[config.mk]
export PLATFORM = sky130hd
export DESIGN_NAME = hazard_scoreboard
export DESIGN_NICKNAME = d
export VERILOG_FILES = /design/src/rtl/hazard_pkg.sv /design/src/rtl/hazard_scoreboard_sb_match.sv /design/src/rtl/hazard_scoreboard.sv
export SDC_FILE = /design/constraint.sdc
export NUM_CORES = 1
export LEC_CHECK = 0
export CAP_MARGIN = 30
export CORE_UTILIZATION = 50
export CTS_BUF_LIST = sky130_fd_sc_hd__clkbuf_4
export DETAILED_ROUTE_END_ITERATION = 6
export GPL_ROUTABILITY_DRIVEN = 0
export PLACE_DENSITY = 0.78
export REMOVE_ABC_BUFFERS = 1
export SETUP_SLACK_MARGIN = 0.15
export SLEW_MARGIN = 10
export SYNTH_ARGS = -nofsm -noshare
export SYNTH_HDL_FRONTEND = slang
export SYNTH_SLANG_ARGS = --single-unit
[constraint.sdc]
create_clock -name clk -period 3.3 [get_ports clk]
set_clock_uncertainty 0.1 [all_clocks]
set_input_delay 0.66 -clock clk [delete_from_list [all_inputs] [get_ports clk]]
set_output_delay 0.66 -clock clk [all_outputs]
set_load 0.02 [all_outputs]
[src/rtl/hazard_pkg.sv]
// rtl/hazard_pkg.sv - shared types and helpers for the hazard scoreboard
//
// Purpose: scoreboard entry type, select-width helper and the bubble value
//          used by hazard_scoreboard and sb_match.
// Contents:
//   SB_RD_MAX_W  widest register address an entry can hold
//   sb_entry_t   {valid, rd, regWrite, isLoad}
//   sel_width()  bits needed to encode 0..numStages
//   SB_BUBBLE    the empty entry shifted in when nothing issues
package hazard_pkg;

  // Entries hold rd zero-extended to this width, so REG_ADDR_W must not exceed it.
  localparam int SB_RD_MAX_W = 8;

  typedef struct packed {
    logic                   valid;
    logic [SB_RD_MAX_W-1:0] rd;
    logic                   regWrite;
    logic                   isLoad;
  } sb_entry_t;

  // Width of a forwarding select: codes 0 (register file) through numStages.
  function automatic int sel_width(input int numStages);
    int w;
    w = 1;
    while ((1 << w) < (numStages + 1)) begin
      w = w + 1;
    end
    return w;
  endfunction

  localparam sb_entry_t SB_BUBBLE = '0;

endpackage

[src/rtl/hazard_scoreboard_sb_match.sv]
// rtl/hazard_scoreboard_sb_match.sv - priority matcher of one source operand against the scoreboard
//
// Purpose: finds the youngest live scoreboard entry whose rd equals src.
// Ports:
//   src      in   REG_ADDR_W       source register address
//   srcUsed  in   1                operand is actually read
//   idValid  in   1                RF stage holds a real instruction
//   entries  in   NUM_STAGES x sb  scoreboard, index 0 youngest
//   hit      out  1                a live entry matches
//   index    out  IDX_W            index of the winning entry
//   isLoad   out  1                winning entry is a load
module sb_match
  import hazard_pkg::*;
#(
  parameter int REG_ADDR_W = 5,
  parameter int NUM_STAGES = 3,
  parameter int ZERO_REG   = 31,
  parameter int IDX_W      = 2
) (
  input  logic [REG_ADDR_W-1:0]            src,
  input  logic                             srcUsed,
  input  logic                             idValid,
  input  sb_entry_t [NUM_STAGES-1:0]       entries,
  output logic                             hit,
  output logic [IDX_W-1:0]                 index,
  output logic                             isLoad
);

  logic [SB_RD_MAX_W-1:0] srcExt;
  logic [SB_RD_MAX_W-1:0] zeroExt;

  assign srcExt  = SB_RD_MAX_W'(src);
  assign zeroExt = SB_RD_MAX_W'(ZERO_REG);

  // Scan oldest to youngest so the youngest match overwrites older ones.
  always_comb begin
    hit    = 1'b0;
    index  = '0;
    isLoad = 1'b0;
    for (int k = NUM_STAGES - 1; k >= 0; k--) begin
      if (idValid && srcUsed &&
          entries[k].valid && entries[k].regWrite &&
          (entries[k].rd != zeroExt) && (entries[k].rd == srcExt)) begin
        hit    = 1'b1;
        index  = IDX_W'(k);
        isLoad = entries[k].isLoad;
      end
    end
  end

endmodule

[src/rtl/hazard_scoreboard.sv]
// rtl/hazard_scoreboard.sv - forwarding select and load-use hazard controller for the LEGv8 pipe
//
// Purpose: tracks in-flight register writes across NUM_STAGES post-decode
//          stages, selects a forwarding source per operand and inserts a
//          bubble on load-use hazards. Keeps saturating stall/bubble counters.
// Ports:
//   clk, reset        clock, synchronous active-high reset
//   id_*              RF-stage instruction: valid, rd, reg_write, is_load,
//                     packed sources and per-source used bits
//   flush             kill the RF instruction
//   hold              freeze the whole pipe
//   stall             hold PC and IF/RF registers (hazard or hold)
//   fwd_sel           per-operand select, 0 = RF, k+1 = stage k result
//   stage_valid       scoreboard valid bits
//   stall_cnt         load-use stall cycles, saturating
//   bubble_cnt        bubbles entered into stage 0, saturating
module hazard_scoreboard
  import hazard_pkg::*;
#(
  parameter int REG_ADDR_W = 5,
  parameter int NUM_STAGES = 3,
  parameter int NUM_SRC    = 2,
  parameter int LOAD_READY = 1,
  parameter int ZERO_REG   = 31,
  parameter int CNT_W      = 16,
  localparam int SEL_W     = sel_width(NUM_STAGES)
) (
  input  logic                          clk,
  input  logic                          reset,
  input  logic                          id_valid,
  input  logic [REG_ADDR_W-1:0]         id_rd,
  input  logic                          id_reg_write,
  input  logic                          id_is_load,
  input  logic [NUM_SRC*REG_ADDR_W-1:0] id_src,
  input  logic [NUM_SRC-1:0]            id_src_used,
  input  logic                          flush,
  input  logic                          hold,
  output logic                          stall,
  output logic [NUM_SRC*SEL_W-1:0]      fwd_sel,
  output logic [NUM_STAGES-1:0]         stage_valid,
  output logic [CNT_W-1:0]              stall_cnt,
  output logic [CNT_W-1:0]              bubble_cnt
);

  localparam int IDX_W = (NUM_STAGES > 1) ? $clog2(NUM_STAGES) : 1;
  // One extra bit so LOAD_READY == NUM_STAGES still compares correctly.
  localparam logic [IDX_W:0] LOAD_READY_V = (IDX_W + 1)'(LOAD_READY);

  sb_entry_t [NUM_STAGES-1:0] sbQ;

  logic [NUM_SRC-1:0] hitVec;
  logic [NUM_SRC-1:0] loadVec;
  logic [NUM_SRC-1:0] useHazVec;
  logic [IDX_W-1:0]   idxArr [NUM_SRC];

  logic      hazard;
  logic      issue;
  sb_entry_t newEntry;

  genvar gi;
  generate
    for (gi = 0; gi < NUM_SRC; gi++) begin : g_src
      sb_match #(
        .REG_ADDR_W (REG_ADDR_W),
        .NUM_STAGES (NUM_STAGES),
        .ZERO_REG   (ZERO_REG),
        .IDX_W      (IDX_W)
      ) u_match (
        .src     (id_src[gi*REG_ADDR_W +: REG_ADDR_W]),
        .srcUsed (id_src_used[gi]),
        .idValid (id_valid),
        .entries (sbQ),
        .hit     (hitVec[gi]),
        .index   (idxArr[gi]),
        .isLoad  (loadVec[gi])
      );

      // A load whose data is not yet out of its stage cannot be forwarded.
      assign useHazVec[gi] = hitVec[gi] & loadVec[gi] &
                             ({1'b0, idxArr[gi]} < LOAD_READY_V);

      assign fwd_sel[gi*SEL_W +: SEL_W] =
        hitVec[gi] ? (SEL_W'(idxArr[gi]) + SEL_W'(1)) : '0;
    end
  endgenerate

  assign hazard = |useHazVec;
  assign stall  = hazard | hold;

  // Flush wins over hazard; either way a bubble enters stage 0.
  assign issue = id_valid & ~hazard & ~flush;

  always_comb begin
    newEntry = SB_BUBBLE;
    if (issue) begin
      newEntry.valid    = 1'b1;
      newEntry.rd       = SB_RD_MAX_W'(id_rd);
      newEntry.regWrite = id_reg_write;
      newEntry.isLoad   = id_is_load;
    end
  end

  always_ff @(posedge clk) begin
    if (reset) begin
      for (int k = 0; k < NUM_STAGES; k++) begin
        sbQ[k] <= SB_BUBBLE;
      end
    end else if (!hold) begin
      for (int k = NUM_STAGES - 1; k >= 1; k--) begin
        sbQ[k] <= sbQ[k-1];
      end
      sbQ[0] <= newEntry;
    end
  end

  always_comb begin
    for (int k = 0; k < NUM_STAGES; k++) begin
      stage_valid[k] = sbQ[k].valid;
    end
  end

  // Counters only move on advance cycles and stick at all-ones.
  always_ff @(posedge clk) begin
    if (reset) begin
      stall_cnt  <= '0;
      bubble_cnt <= '0;
    end else if (!hold) begin
      if (hazard && (stall_cnt != '1)) begin
        stall_cnt <= stall_cnt + CNT_W'(1);
      end
      if (!issue && (bubble_cnt != '1)) begin
        bubble_cnt <= bubble_cnt + CNT_W'(1);
      end
    end
  end

endmodule

== Word level (Yosys, flattened, before mapping) ==
Cells that the tools add are included.

* Register bits after elaboration: 65
* Bits of input ports: 24
* Logic and storage cells: 94

* Add/sub/neg operators: 4
* $lt $le $gt $ge: 2
* Equal/unequal tests: 11
* Mux-type cells: 21
* Bitwise operators: 10
* Reduce and logical (&&, ||, !) cells: 32

{| class="wikitable"
|+ Operator list
! cell !! count
|-
| 8-bit by 5-bit equality test with 1-bit output || 6
|-
| 16-bit by 1-bit adder with 16-bit output (second input constant) || 2
|-
| 16-bit inequality test (second input constant) || 2
|-
| 1-bit logical AND || 28
|-
| 8-bit by 5-bit inequality test with 1-bit output (second input constant) || 3
|-
| 2-bit 2-to-1 mux || 8
|-
| 1-bit 2-to-1 mux || 12
|-
| 11-bit 2-to-1 mux || 1
|-
| 1-bit AND || 6
|-
| 2-bit by 1-bit adder with 2-bit output (second input constant) || 2
|-
| 2-bit by 1-bit less-than comparator with 1-bit output (second input constant) || 2
|-
| 2-bit AND reduction || 2
|-
| 1-bit NOT || 3
|-
| 2-bit OR reduction || 1
|-
| 1-bit zero test || 1
|-
| 1-bit bitwise OR || 1
|}

== Depth between registers and ports, before layout ==
Gate-level depths: netlist of run 1.

* Word-level depth: 17
* Mapped depth: 13

== Modules after synthesis ==
A second synthesis of run 1 with hierarchy kept.

* Cell total of the unflattened synthesis: 368
* Area, all modules: 3175.5 µm²

{| class="wikitable"
|+ By module, submodules not included
! module !! instances !! cells each !! area each (µm²)
|-
| hazard_scoreboard || 1 || 282 || 2502.4
|-
| sb_match || 2 || 43 || 336.6
|}

== Worst setup path after synthesis of run 1 ==
OpenSTA, ideal clock, no wires.

* Path kind: in2reg
* Start point: input id_src[5]
* End point: register bubble_cnt[7]
* Setup time: 0.123 ns
* Arrival time: 2.814 ns
* Data required time: 3.077 ns
* Path slack: 0.262 ns
* Stages: 13
* Buffers on the path: 1
* Cell sequence: xnor2_1 nand4_1 nor4_1 nor2_1 nand2_1 ha_1 o41ai_1 a31oi_1 a32oi_4 a21boi_2 buf_2 nand4_1 mux2_1

* Longest elaborated chain between the ends: 14

{| class="wikitable"
|+ RTL lines
! what !! line !! RTL
|-
| start, declared || hazard_scoreboard.sv:34 || <nowiki>input logic [NUM_SRC*REG_ADDR_W-1:0] id_src,</nowiki>
|-
| 8-bit by 5-bit equality test with 1-bit output || hazard_scoreboard_sb_match.sv:43 || <nowiki>(entries[k].rd != zeroExt) && (entries[k].rd == srcExt)) begin</nowiki>
|-
| 1-bit logical AND || hazard_scoreboard_sb_match.sv:43 ||
|-
| 2-bit 2-to-1 mux / 1-bit 2-to-1 mux (equally long branches) (3 in a row) || hazard_scoreboard_sb_match.sv:41 || <nowiki>if (idValid && srcUsed &&</nowiki>
|-
| 2-bit by 1-bit less-than comparator with 1-bit output / 1-bit AND (equally long branches) || hazard_scoreboard.sv:80, hazard_scoreboard.sv:79 ||
|-
| 1-bit AND * || hazard_scoreboard.sv:79 || <nowiki>assign useHazVec[gi] = hitVec[gi] & loadVec[gi] &</nowiki>
|-
| 2-bit OR reduction * || hazard_scoreboard.sv:87 || <nowiki>assign hazard = |useHazVec;</nowiki>
|-
| 1-bit NOT * || hazard_scoreboard.sv:91 || <nowiki>assign issue = id_valid & ~hazard & ~flush;</nowiki>
|-
| 1-bit AND * (2 in a row) || hazard_scoreboard.sv:91 ||
|-
| 1-bit zero test * || hazard_scoreboard.sv:131 || <nowiki>if (!issue && (bubble_cnt != '1)) begin</nowiki>
|-
| 1-bit logical AND * || hazard_scoreboard.sv:131 ||
|-
| 2-bit AND reduction (no source line) * || n/a ||
|-
| end signal, assigned || hazard_scoreboard.sv:132 || <nowiki>bubble_cnt <= bubble_cnt + CNT_W'(1);</nowiki>
|-
| end, declared || hazard_scoreboard.sv:42 || <nowiki>output logic [CNT_W-1:0] bubble_cnt</nowiki>
|}

Mark *: on every way between the ends. The rest lies on a longest branch, timed or not.
A chain may end at the register's enable or synchronous reset.

== Worst setup path in the final report of run 1 ==
* Start point: input id_src[6]
* End point: output stall

* Longest elaborated chain between the ends: 9

{| class="wikitable"
|+ RTL lines
! what !! line !! RTL
|-
| 8-bit by 5-bit equality test with 1-bit output || hazard_scoreboard_sb_match.sv:43 ||
|-
| 1-bit logical AND || hazard_scoreboard_sb_match.sv:43 ||
|-
| 2-bit 2-to-1 mux / 1-bit 2-to-1 mux (equally long branches) (3 in a row) || hazard_scoreboard_sb_match.sv:41 ||
|-
| 2-bit by 1-bit less-than comparator with 1-bit output / 1-bit AND (equally long branches) || hazard_scoreboard.sv:80, hazard_scoreboard.sv:79 ||
|-
| 1-bit AND * || hazard_scoreboard.sv:79 ||
|-
| 2-bit OR reduction * || hazard_scoreboard.sv:87 ||
|-
| 1-bit bitwise OR * || hazard_scoreboard.sv:88 || <nowiki>assign stall = hazard | hold;</nowiki>
|-
| end, declared || hazard_scoreboard.sv:38 || <nowiki>output logic stall,</nowiki>
|}

Marked as above.

==> results_tabular.tex, run 1 <==
\begin{tabular}{lr}
\hline
Metric & Value \\
\hline
\multicolumn{2}{l}{\textbf{Yosys}} \\
Synth unique cells & 46 \\
Number of enable-type register cells in the synthesized netlist & 0 \\
Seq/Total Area, Yosys & 0.364 \\
Post-synthesis instance area & 3080 um\^{}2 \\
Post-synthesis cell count & 348 \\
Most area-consuming cells after synthesis & sky130\_fd\_sc\_hd\_\_dfxtp\_1 (36\%), sky130\_fd\_sc\_hd\_\_xnor2\_1 (11\%), sky130\_fd\_sc\_hd\_\_nor2\_1 (6.7\%) \\
Synth Flop Type & sky130\_fd\_sc\_hd\_\_dfxtp\_1 \\
Synth Area per Inst & 8.84 um\^{}2 \\
Fraction of registers with async set or reset after synthesis & 0 \\
Cell types with the highest counts after synthesis & sky130\_fd\_sc\_hd\_\_dfxtp\_1 (56), sky130\_fd\_sc\_hd\_\_nor2\_1 (55), sky130\_fd\_sc\_hd\_\_xnor2\_1 (40) \\
Seq cells post-synth & 56 \\
Synth warnings & 0 \\
Cell taking the most area after synthesis & sky130\_fd\_sc\_hd\_\_dfxtp\_1 \\
Share of Yosys cell area claimed by the top area cell type & 0.364 \\
Most common cell in the synthesized netlist & sky130\_fd\_sc\_hd\_\_dfxtp\_1 \\
\multicolumn{2}{l}{\textbf{STA}} \\
Setup repair after global routing missed its margin & yes \\
Final hold vios & 0 \\
Fmax & 309 MHz \\
Transition at the pin with the smallest max-transition slack & 757 ps \\
Worst slew slack as a fraction of its limit & 0.495 \\
Fin crit period & 3240 ps \\
Final Max Tran Viols & 0 \\
Final setup violating endpoints & 0 \\
Share of the clock period used by the worst path & 0.981 \\
Min setup slack post-route & 63.6 ps \\
\multicolumn{2}{l}{\textbf{Worst hold path}} \\
Cell depth of the worst min-delay path & 2 \\
Class of the tightest hold or removal check & register to register \\
\multicolumn{2}{l}{\textbf{Critical path}} \\
CP endpoint kind & primary output \\
Req. time, crit path & 2540 ps \\
Start-to-end type of the worst setup path & input port to primary output \\
Cells on worst reg2reg path & 12 \\
Arrival time reported for the critical path endpoint & 2480 ps \\
Element type at the critical path start & input port \\
Longest individual stage delay on the worst path & 460 ps \\
CP max stage cell & sky130\_fd\_sc\_hd\_\_or3\_4 \\
Cell Chain, Critical Path & buf\_2 -> xnor2\_1 -> nand4\_1 -> or3\_4 -> nand2\_1 -> ha\_4 -> o41ai\_4 -> a31oi\_4 -> a32oi\_4 -> nand2b\_4 -> buf\_6 \\
Worst-path fanout max & 4 \\
\multicolumn{2}{l}{\textbf{Placement}} \\
Post-place setup slack & -801 ps \\
Number of buffers added on ports & 63 \\
Detailed Place HPWL & 5510 um \\
Total cell area at the placement stage & 3920 um\^{}2 \\
\multicolumn{2}{l}{\textbf{Global route}} \\
Antenna violations before repair & 0 \\
Via count of the first global-routing pass & 2512 \\
Maximum number of pins on one net before global-route repair & 40 \\
Global-route wire length before repair & 11800 um \\
Overall Global Routing Usage & 0.239 \\
Sum of overflow across all layers after global routing & 0 \\
\multicolumn{2}{l}{\textbf{Clock tree}} \\
Insertion delay to the later sink of the worst-skew pair & 360 ps \\
Post-CTS clock slew at the launch and capture registers of the worst setup and hold paths & 140 ps \\
CTS sink cnt & 56 \\
Clock tree root buffer cell & sky130\_fd\_sc\_hd\_\_clkbuf\_4 \\
Clock tree from TritonCTS & built \\
Number of H-tree levels & 2 \\
CTS Buffer Depth & 2 \\
CTS buffer count & 5 \\
\multicolumn{2}{l}{\textbf{Route}} \\
Post-Route WL & 8250 um \\
Via count of the routed design & 2829 \\
WL/cell & 16.1 um \\
Via-per-instance ratio & 5.51 \\
Violation count after the first detailed-routing iteration & 140 \\
Routed Antenna Nets & 0 \\
DRC viols & 0 \\
1st-pass router iterations & 4 \\
\multicolumn{2}{l}{\textbf{Die}} \\
Area of the core & 5920 um\^{}2 \\
Top Ports & 64 \\
Effective utilization at floorplan & 0.520 \\
Horiz. Die Dim & 80.4 um \\
Rows & 28 \\
Total Die Area & 6470 um\^{}2 \\
Die boundary height & 80.4 um \\
\multicolumn{2}{l}{\textbf{Power}} \\
Static Leakage & 1.62 nW \\
Power Density & 269 nW/um\^{}2 \\
IR drop worst, VDD & 218 uV \\
\multicolumn{2}{l}{\textbf{Layout}} \\
Final design instance area without fill & 4250 um\^{}2 \\
Growth of design area from synthesis to finish & 38.1\% \\
Share of post-route cells with drive strength above 1 & 0.256 \\
Utilization after layout & 0.718 \\
Number of fill cells in the layout & 436 \\
Inserted Diodes & 0 \\
Final net count & 465 \\
\multicolumn{2}{l}{\textbf{Run}} \\
Total of max-cap violations & 0 \\
\multicolumn{2}{l}{\textbf{Outcome}} \\
Run status & finished, final reports clean \\
\hline
\end{tabular}
[cells in the final DEF (no fill, tap or decap), types with 4 or more instances in the layout]
cell type	count
sky130_fd_sc_hd__a21oi_1	10
sky130_fd_sc_hd__a22o_1	7
sky130_fd_sc_hd__and3_1	8
sky130_fd_sc_hd__buf_2	8
sky130_fd_sc_hd__buf_4	38
sky130_fd_sc_hd__buf_6	6
sky130_fd_sc_hd__clkbuf_4	7
sky130_fd_sc_hd__clkdlybuf4s50_1	44
sky130_fd_sc_hd__dfxtp_1	44
sky130_fd_sc_hd__dfxtp_2	6
sky130_fd_sc_hd__dfxtp_4	6
sky130_fd_sc_hd__inv_1	5
sky130_fd_sc_hd__mux2_1	4
sky130_fd_sc_hd__mux2i_1	17
sky130_fd_sc_hd__nand2_1	14
sky130_fd_sc_hd__nand3_1	11
sky130_fd_sc_hd__nand4_1	15
sky130_fd_sc_hd__nor2_1	51
sky130_fd_sc_hd__nor2b_1	7
sky130_fd_sc_hd__nor3_1	4
sky130_fd_sc_hd__nor4_1	5
sky130_fd_sc_hd__nor4_2	7
sky130_fd_sc_hd__xnor2_1	34
sky130_fd_sc_hd__xnor2_2	6
sky130_fd_sc_hd__xor2_1	12
[worst max-delay path: cells and delay by family]
family | cells | cell delay [ps]
adder cells (fa/ha/maj) | 1 | 150
AND/OR/NAND/NOR | 4 | 900
XOR/XNOR | 1 | 180
buffers and inverters | 2 | 250
AO/OA/AOI/OAI | 3 | 330
[repair_timing]
| action | in CTS | in global routing |
|---|---|---|
| pin swaps | 20 | 28 |
| setup endpoints to repair | 43 | 21 |
| buffers inserted | 2 | 7 |
| hold buffers | 0 | 0 |
| gates resized for setup | 58 | 66 |
[cell families (layout without fill, tap and decap cells)]
| family | count (synthesis) | after routing | synth area share |
|---|---|---|---|
| DFF | 56 | 56 | 0.364 |
| xor gates and xnor gates | 53 | 53 | 0.151 |
| adders and majority gates | 4 | 4 | 0.0163 |
| and+or+nand+nor | 150 | 150 | 0.262 |
| buffers and inverters | 25 | 115 | 0.0378 |
| muxes | 21 | 21 | 0.0699 |
| AOI/OAI and AO/OA | 39 | 39 | 0.0984 |
[area by class of cell]
cell class / count / area, um^2 / share of cell area
clock inverter: 1 / 3.75 / 0.000883
sequential: 56 / 1150 / 0.271
inverter: 5 / 18.8 / 0.00442
tap: 75 / 93.8 / 0.0221
multi-input combinational: 267 / 2040 / 0.480
timing repair buffer: 102 / 890 / 0.209
clock buffer: 7 / 52.6 / 0.0124
[per-stage QoR]
stage	TNS [ps]	power, W	instances	hold WS [ps]
after detailed placement	-16990	0.000844	496	389
after global placement	-14520	0.000842	496	377
after floorplan	-144	0.000760	328	364
after CTS	0	0.00114	506	423
final	0	0.00114	513	418
after global routing	-2.71	0.00119	513	456
[state kept, by name, summed over array words and instances, names as in the netlist]
name	flops
bubble_cnt	16
sbQ	21
stage_valid	3
stall_cnt	16
[report_power, final]
part           internal (W)  switching (W)
combinational     0.0000751      0.0000766
sequential         0.000679      0.0000106
clock             0.0000992       0.000201
[layer usage]
metal / track usage / up-vias / share of wire
li1: - / 1404 / -
met1: 0.315 / 1327 / 0.45
met2: 0.393 / 86 / 0.48
met3: 0.0477 / 12 / 0.049
met4: 0.0661 / 0 / 0.016
met5: 0 / - / 0
[final timing paths]
path | startpoint | end | slack (ps)
setup / recovery | id_src[6] | stall | 60
hold / removal | sbQ[23] | sbQ[23] | 420
setup reg to reg | sbQ[3] | bubble_cnt[3] | 180
hold reg to reg | sbQ[23] | sbQ[23] | 420
Power figures use the tool's default switching activity.
==> inputs of run 2 (changes only) <==
--- a/config.mk
+++ b/config.mk
@@ -5,14 +5,16 @@
 export SDC_FILE = /design/constraint.sdc
 export NUM_CORES = 1
 export LEC_CHECK = 0
+export ABC_AREA = 1
 export CAP_MARGIN = 30
 export CORE_UTILIZATION = 50
 export CTS_BUF_LIST = sky130_fd_sc_hd__clkbuf_4
 export DETAILED_ROUTE_END_ITERATION = 6
 export GPL_ROUTABILITY_DRIVEN = 0
-export PLACE_DENSITY = 0.78
+export PLACE_DENSITY = 0.76
 export REMOVE_ABC_BUFFERS = 1
 export SETUP_SLACK_MARGIN = 0.15
+export SKIP_CTS_REPAIR_TIMING = 1
 export SLEW_MARGIN = 10
 export SYNTH_ARGS = -nofsm -noshare
 export SYNTH_HDL_FRONTEND = slang
==> run 2 against run 1 <==
  * Die area rose by 23%
  * Sequential power rose by 5.4%
  * Highest routed layer unchanged
  * Global-route usage rose by 2.5 points
  * Critical endpoint unchanged
  * Maximum frequency rose by 5.0%
  * Clock power barely moved
  * Worst hold slack got worse by 15 ps
  * Synthesized cell count rose by 74%
  * Final area rose by 17%
  * Largest power group unchanged
  * First-iteration DRC count rose by 68%
  * Total power rose by 14%
==> results_tabular.tex, run 2 <==
\begin{tabular}{lr}
\hline
Metric & Value \\
\hline
\multicolumn{2}{l}{\textbf{Yosys}} \\
Fraction of registers with async set or reset after synthesis & 0 (unchanged) \\
Synth Flop Type & sky130\_fd\_sc\_hd\_\_dfxtp\_1 \\
Post-synthesis instance area & 3820 um\^{}2 (+24\%) \\
Synth Area per Inst & 6.32 um\^{}2 (-29\%) \\
Cell types with the highest counts after synthesis & sky130\_fd\_sc\_hd\_\_nand2\_1 (162), sky130\_fd\_sc\_hd\_\_nor2\_1 (80), sky130\_fd\_sc\_hd\_\_inv\_1 (78) \\
Number of enable-type register cells in the synthesized netlist & 0 (unchanged) \\
Share of Yosys cell area claimed by the top area cell type & 0.294 (-0.0706) \\
Synth unique cells & 38 (-17\%) \\
Post-synthesis cell count & 604 (+74\%) \\
Seq cells post-synth & 56 (unchanged) \\
Synth warnings & 0 (unchanged) \\
Seq/Total Area, Yosys & 0.294 (-0.0706) \\
Most area-consuming cells after synthesis & sky130\_fd\_sc\_hd\_\_dfxtp\_1 (29\%), sky130\_fd\_sc\_hd\_\_nand2\_1 (16\%), sky130\_fd\_sc\_hd\_\_nor2\_1 (7.9\%) \\
Most common cell in the synthesized netlist & sky130\_fd\_sc\_hd\_\_nand2\_1 \\
Cell taking the most area after synthesis & sky130\_fd\_sc\_hd\_\_dfxtp\_1 \\
\multicolumn{2}{l}{\textbf{STA}} \\
Min setup slack post-route & 217 ps (+153 ps) \\
Share of the clock period used by the worst path & 0.934 (-0.0465) \\
Hold slack & 403 ps (-14.7 ps) \\
Final setup violating endpoints & 0 (unchanged) \\
Fin crit period & 3080 ps (-153 ps) \\
Setup repair after global routing missed its margin & yes \\
Final hold vios & 0 (unchanged) \\
Fmax & 324 MHz (+5.0\%) \\
Worst slew slack as a fraction of its limit & 0.713 (+0.218) \\
Transition at the pin with the smallest max-transition slack & 426 ps (-331 ps) \\
Final Max Tran Viols & 0 (unchanged) \\
\multicolumn{2}{l}{\textbf{Clock tree}} \\
Clock tree root buffer cell & sky130\_fd\_sc\_hd\_\_clkbuf\_4 \\
CTS sink cnt & 56 (unchanged) \\
Post-CTS clock slew at the launch and capture registers of the worst setup and hold paths & 160 ps (+20 ps) \\
CTS Buffer Depth & 2 (unchanged) \\
Number of H-tree levels & 2 (unchanged) \\
Clock tree from TritonCTS & built \\
CTS buffer count & 5 (unchanged) \\
Insertion delay to the later sink of the worst-skew pair & 390 ps (+30 ps) \\
\multicolumn{2}{l}{\textbf{Global route}} \\
Met1 routing resource usage after global routing & 0.337 (+0.0212) \\
GRT met2 Usage & 0.453 (+0.0599) \\
Global-route wire length before repair & 16400 um (+39\%) \\
Antenna violations before repair & 0 (unchanged) \\
Maximum number of pins on one net before global-route repair & 38 (-5.0\%) \\
GR Layer Usage met3 & 0.0388 (-0.00895) \\
Overall Global Routing Usage & 0.264 (+0.0250) \\
Via count of the first global-routing pass & 3710 (+48\%) \\
Global-route layer with the greatest usage & met2 \\
Sum of overflow across all layers after global routing & 0 (unchanged) \\
\multicolumn{2}{l}{\textbf{Layout}} \\
Most used cells in the layout excluding fill and tap cells & sky130\_fd\_sc\_hd\_\_nand2\_1 (155), sky130\_fd\_sc\_hd\_\_inv\_1 (76), sky130\_fd\_sc\_hd\_\_nor2\_1 (75) \\
Inserted Diodes & 0 (unchanged) \\
Most common cell after layout, fill and taps aside & sky130\_fd\_sc\_hd\_\_nand2\_1 \\
Max FFs per register & 21 (unchanged) \\
Growth of design area from synthesis to finish & 30.3\% \\
Largest registers in the final layout & sbQ (21), bubble\_cnt (16), stall\_cnt (16) \\
Share of post-route cells with drive strength above 1 & 0.185 (-0.0709) \\
Utilization after layout & 0.678 (-0.0398) \\
Register containing the most flip-flops in the final layout & sbQ \\
Final design instance area without fill & 4970 um\^{}2 (+17\%) \\
Final net count & 726 (+56\%) \\
\multicolumn{2}{l}{\textbf{Route}} \\
WL/cell & 12.8 um (-20\%) \\
1st-pass router iterations & 5 (+1) \\
Via count of the routed design & 4070 (+44\%) \\
Routed Antenna Nets & 0 (unchanged) \\
Post-Route WL & 10200 um (+24\%) \\
DRC viols & 0 (unchanged) \\
Violation count after the first detailed-routing iteration & 235 (+68\%) \\
Via-per-instance ratio & 5.11 (-7.4\%) \\
\multicolumn{2}{l}{\textbf{Die}} \\
Rows & 31 (+11\%) \\
Horiz. Die Dim & 89.4 um (+11\%) \\
Top Ports & 64 (unchanged) \\
Effective utilization at floorplan & 0.521 (+0.000913) \\
Total Die Area & 7990 um\^{}2 (+23\%) \\
Die boundary height & 89.4 um (+11\%) \\
Area of the core & 7330 um\^{}2 (+24\%) \\
\multicolumn{2}{l}{\textbf{Critical path}} \\
Req. time, crit path & 2540 ps (about the same) \\
CP endpoint kind & primary output \\
Element type at the critical path start & input port \\
Start-to-end type of the worst setup path & input port to primary output \\
Worst-path fanout max & 3 (-1) \\
Arrival time reported for the critical path endpoint & 2320 ps (-160 ps) \\
\multicolumn{2}{l}{\textbf{Run}} \\
Total of max-cap violations & 0 (unchanged) \\
\multicolumn{2}{l}{\textbf{Power}} \\
Static Leakage & 2.33 nW (+43\%) \\
IR drop worst, VDD & 207 uV (-5.1\%) \\
Power Density & 261 nW/um\^{}2 (-2.9\%) \\
\multicolumn{2}{l}{\textbf{Outcome}} \\
Run status & finished, final reports clean \\
\multicolumn{2}{l}{\textbf{Placement}} \\
Post-place setup slack & -685 ps (+115 ps) \\
Number of buffers added on ports & 63 (unchanged) \\
Detailed Place HPWL & 7530 um (+37\%) \\
Total cell area at the placement stage & 4770 um\^{}2 (+22\%) \\
\multicolumn{2}{l}{\textbf{Worst hold path}} \\
Class of the tightest hold or removal check & register to register \\
\hline
\end{tabular}
[run 2: final timing paths]
check	startpoint	to	slack (ps)	depth (start not counted)
setup reg to reg	bubble_cnt[0]	bubble_cnt[6]	680	12
setup / recovery	id_src[7]	stall	220	13
hold reg to reg	stall_cnt[14]	stall_cnt[14]	400	2
hold / removal	stall_cnt[14]	stall_cnt[14]	400	2
[run 2: layout make-up]
type	count	area (um^2)
clock buffer	5	37.5
clock inverter	2	12.5
fill	675	2360
inverter	90	343
multi-input combinational	440	2350
sequential	56	1130
tap	99	124
timing repair buffer	105	976
[run 2: through the flow]
stage | total power [W] | TNS [ps] | std cells
after global routing | 0.00137 | 0 | 797
final | 0.00130 | 0 | 797
after global placement | 0.000989 | -4940 | 788
after CTS | 0.00129 | -1980 | 795
after detailed placement | 0.000995 | -5680 | 788
after floorplan | 0.000866 | 0 | 586
[run 2: metal layers]
metal,up-vias,share of wire,routed length [um]
met5,-,0,0
met4,0,0.014,140
met3,13,0.057,578
met2,116,0.49,5020
met1,1857,0.44,4460
li1,2084,-,-
[run 2: cells by family (layout without fill, tap and decap cells)]
group           count (synthesis)  count (layout)  share of synthesized area
flops                          56              56                      0.294
compound gates                 61              61                     0.0869
simple gates                  352             352                      0.437
buf+inv                       108             202                      0.117
xor+xnor                       23              23                     0.0528
fa+ha+maj                       4               4                     0.0131
[run 2: worst max-delay path, stage by stage]
cell	delay [ps]
sky130_fd_sc_hd__dlymetal6s2s_1	150
sky130_fd_sc_hd__buf_4	150
sky130_fd_sc_hd__xor2_1	170
sky130_fd_sc_hd__nor4_2	230
sky130_fd_sc_hd__nand4_1	180
sky130_fd_sc_hd__nor2_1	140
sky130_fd_sc_hd__nand2_2	50
sky130_fd_sc_hd__ha_1	190
sky130_fd_sc_hd__nand2_2	90
sky130_fd_sc_hd__nor2_4	40
sky130_fd_sc_hd__nand2_4	60
sky130_fd_sc_hd__nand3_2	80
sky130_fd_sc_hd__buf_6	140
[run 2: report_power, final]
part	internal, W	switching, W
Combinational	0.000117	0.000151
Clock	0.0000784	0.000222
Sequential	0.000699	0.0000282
Total	0.000894	0.000401
==> inputs of run 3 (changes only) <==
--- a/config.mk
+++ b/config.mk
@@ -6,6 +6,7 @@
 export NUM_CORES = 1
 export LEC_CHECK = 0
 export ABC_AREA = 1
+export ABC_CLOCK_PERIOD_IN_PS = 3300
 export CAP_MARGIN = 30
 export CORE_UTILIZATION = 50
 export CTS_BUF_LIST = sky130_fd_sc_hd__clkbuf_4
@@ -13,7 +14,6 @@
 export GPL_ROUTABILITY_DRIVEN = 0
 export PLACE_DENSITY = 0.76
 export REMOVE_ABC_BUFFERS = 1
-export SETUP_SLACK_MARGIN = 0.15
 export SKIP_CTS_REPAIR_TIMING = 1
 export SLEW_MARGIN = 10
 export SYNTH_ARGS = -nofsm -noshare
==> run 3 against run 2 <==
  * Utilization is 1.0 points lower
  * Largest cell class unchanged
  * Register-to-register slack worse by 40 ps
  * Non-clock buffer count fell by 2
  * Via count decreased by 0.88%
  * Cell count fell by 0.25%
  * Worst setup slack worse by 150 ps
  * Combinational power is 1% lower
  * Critical path depth up 1
==> results_tabular.tex, run 3 (synthesized netlist as in run 2, its figures left out) <==
\begin{tabular}{lr}
\hline
Metric & Value \\
\hline
\multicolumn{2}{l}{\textbf{Critical path}} \\
Launch point of the critical path & id\_src\_used[1] \\
Start of the worst register-to-register path & sbQ[16] \\
Start-to-end type of the worst setup path & input port to primary output \\
CP endpoint kind & primary output \\
Critical path buffers and inverters & 3 (unchanged) \\
Element type at the critical path start & input port \\
Worst-path fanout max & 4 (+1) \\
Longest individual stage delay on the worst path & 490 ps (+260 ps) \\
CP max stage cell & sky130\_fd\_sc\_hd\_\_clkdlybuf4s50\_1 \\
Arrival time reported for the critical path endpoint & 2480 ps (+160 ps) \\
Cell class contributing the biggest share of worst-path delay & simple AND/OR/NAND/NOR gates \\
Cell Chain, Critical Path & clkdlybuf4s50\_1 -> buf\_4 -> nand2\_2 -> nor2\_1 -> nand3\_1 -> nor2\_2 -> nand2\_2 -> nand2\_1 -> ha\_1 -> nand2\_1 -> nor2\_4 -> nand2\_4 -> nand3\_1 -> buf\_4 \\
Req. time, crit path & 2540 ps (about the same) \\
\multicolumn{2}{l}{\textbf{Layout}} \\
Max FFs per register & 21 (unchanged) \\
Growth of design area from synthesis to finish & 28.3\% \\
Number of standard cells in the layout, taps in and fillers out & 795 (-0.25\%) \\
Largest registers in the final layout & sbQ (21), bubble\_cnt (16), stall\_cnt (16) \\
Most common cell after layout, fill and taps aside & sky130\_fd\_sc\_hd\_\_nand2\_1 \\
Final net count & 724 (-0.28\%) \\
Number of fill cells in the layout & 682 (+1.0\%) \\
Register containing the most flip-flops in the final layout & sbQ \\
Inserted Diodes & 0 (unchanged) \\
Final design instance area without fill & 4900 um\^{}2 (-1.5\%) \\
Share of post-route cells with drive strength above 1 & 0.158 (-0.0268) \\
Utilization after layout & 0.668 (-0.0101) \\
Most used cells in the layout excluding fill and tap cells & sky130\_fd\_sc\_hd\_\_nand2\_1 (161), sky130\_fd\_sc\_hd\_\_inv\_1 (78), sky130\_fd\_sc\_hd\_\_nor2\_1 (76) \\
\multicolumn{2}{l}{\textbf{Die}} \\
Die boundary height & 89.4 um (unchanged) \\
Rows & 31 (unchanged) \\
Top Ports & 64 (unchanged) \\
Area of the core & 7330 um\^{}2 (unchanged) \\
Horiz. Die Dim & 89.4 um (unchanged) \\
Total Die Area & 7990 um\^{}2 (unchanged) \\
Effective utilization at floorplan & 0.521 (unchanged) \\
\multicolumn{2}{l}{\textbf{Global route}} \\
Maximum number of pins on one net before global-route repair & 38 (unchanged) \\
Overall Global Routing Usage & 0.264 (unchanged) \\
Antenna violations before repair & 0 (unchanged) \\
Sum of overflow across all layers after global routing & 0 (unchanged) \\
Via count of the first global-routing pass & 3710 (unchanged) \\
Global-route wire length before repair & 16400 um (unchanged) \\
\multicolumn{2}{l}{\textbf{Clock tree}} \\
CTS sink cnt & 56 (unchanged) \\
CTS buffer count & 5 (unchanged) \\
Post-CTS clock slew at the launch and capture registers of the worst setup and hold paths & 160 ps (about the same) \\
Number of H-tree levels & 2 (unchanged) \\
CTS Buffer Depth & 2 (unchanged) \\
Clock tree from TritonCTS & built \\
Clock tree root buffer cell & sky130\_fd\_sc\_hd\_\_clkbuf\_4 \\
Insertion delay to the later sink of the worst-skew pair & 390 ps (about the same) \\
\multicolumn{2}{l}{\textbf{Placement}} \\
Number of buffers added on ports & 63 (unchanged) \\
Detailed Place HPWL & 7530 um (unchanged) \\
Count of placed standard cells including taps & 788 (unchanged) \\
Total cell area at the placement stage & 4770 um\^{}2 (unchanged) \\
\multicolumn{2}{l}{\textbf{Route}} \\
DRC viols & 0 (unchanged) \\
WL/cell & 12.6 um (-1.9\%) \\
Routed Antenna Nets & 0 (unchanged) \\
Via-per-instance ratio & 5.07 (-0.64\%) \\
1st-pass router iterations & 5 (unchanged) \\
Via count of the routed design & 4034 (-0.88\%) \\
Violation count after the first detailed-routing iteration & 216 (-8.1\%) \\
Post-Route WL & 9990 um (-2.1\%) \\
\multicolumn{2}{l}{\textbf{Run}} \\
Total of max-cap violations & 0 (unchanged) \\
\multicolumn{2}{l}{\textbf{STA}} \\
Final setup violating endpoints & 0 (unchanged) \\
Final Max Tran Viols & 0 (unchanged) \\
Fmax & 309 MHz (-4.7\%) \\
Final hold vios & 0 (unchanged) \\
Fin crit period & 3240 ps (+153 ps) \\
Share of the clock period used by the worst path & 0.981 (+0.0465) \\
Setup repair after global routing missed its margin & yes \\
Worst slew slack as a fraction of its limit & 0.719 (+0.00520) \\
Transition at the pin with the smallest max-transition slack & 421 ps (-4.88 ps) \\
\multicolumn{2}{l}{\textbf{Worst hold path}} \\
Class of the tightest hold or removal check & register to register \\
Startpoint of the most critical hold path & stall\_cnt[14] \\
\multicolumn{2}{l}{\textbf{Power}} \\
Static Leakage & 2.30 nW (-1.3\%) \\
Power Density & 264 nW/um\^{}2 (+1.2\%) \\
Pwr Total & 0.00129 W (-0.34\%) \\
IR drop worst, VDD & 207 uV (about the same) \\
\multicolumn{2}{l}{\textbf{Outcome}} \\
Run status & finished, final reports clean \\
\hline
\end{tabular}
==> run 3: cell types whose count changed in the layout (fill, tap and decap cells not counted), sizes merged <==
cell / delta
clkdlybuf4s50: +2
dlymetal6s2s: -1
buf: -3
==> run 3: final timing paths <==
check	cells past startpoint	end	slack (ps)
worst max-delay path	14	stall	60
worst min-delay path	2	stall_cnt[14]	400
worst max register to register	17	bubble_cnt[6]	640
worst min register to register	2	stall_cnt[14]	400
==> run 3: report_power, final <==
| group | switching, W | total, W | leakage [nW] | internal [W] |
|---|---|---|---|---|
| Clock | 0.000223 | 0.000301 | 0.0271 | 0.0000784 |
| Combinational | 0.000148 | 0.000264 | 1.81 | 0.000116 |
| Sequential | 0.0000279 | 0.000726 | 0.456 | 0.000699 |
| Total | 0.000399 | 0.00129 | 2.30 | 0.000893 |
==> run 3: worst reg2reg max path: stages, from the launching register on <==
cell and delay [ps]:
sky130_fd_sc_hd__dfxtp_1 510, sky130_fd_sc_hd__inv_2 120, sky130_fd_sc_hd__nand2_1 100, sky130_fd_sc_hd__nand4_1 150
sky130_fd_sc_hd__a2111oi_4 210, sky130_fd_sc_hd__buf_4 160, sky130_fd_sc_hd__nor2_1 40, sky130_fd_sc_hd__nand2_1 50
sky130_fd_sc_hd__ha_1 140, sky130_fd_sc_hd__nand2_1 80, sky130_fd_sc_hd__nor2_4 130, sky130_fd_sc_hd__nand2_4 60
sky130_fd_sc_hd__buf_4 160, sky130_fd_sc_hd__nand3_4 100, sky130_fd_sc_hd__nand3_4 210, sky130_fd_sc_hd__nand2_1 140
sky130_fd_sc_hd__nand2_1 50, sky130_fd_sc_hd__nor2_1 90
==> run 3: layout make-up <==
| cell class | instances | area (um^2) | share of cell area |
|---|---|---|---|
| Inverter | 90 | 343 | 0.0700 |
| Timing Repair Buffer | 103 | 957 | 0.195 |
| Clock inverter | 2 | 12.5 | 0.00255 |
| Sequential cell | 56 | 1120 | 0.229 |
| Clock buffer | 5 | 37.5 | 0.00766 |
| Multi-Input combinational cell | 440 | 2300 | 0.470 |
| Tap cell | 99 | 124 | 0.0253 |
==> run 3: stage by stage <==
step                setup WS [ps]  hold WS (ps)  setup TNS, ps
finish                       63.6           403              0
global route                 -125           411           -125
CTS                          -700           399          -1980
detailed placement           -685           378          -5680
global placement             -695           365          -4940
floorplan                     335           347              0
==> run 3: per-layer routing <==
layer  track usage  up-vias  share of wire
met5             0        -              0
met2         0.453      100           0.48
li1              -     2086              -
met1         0.337     1831           0.44
met4        0.0952        0          0.019
met3        0.0388       17          0.055
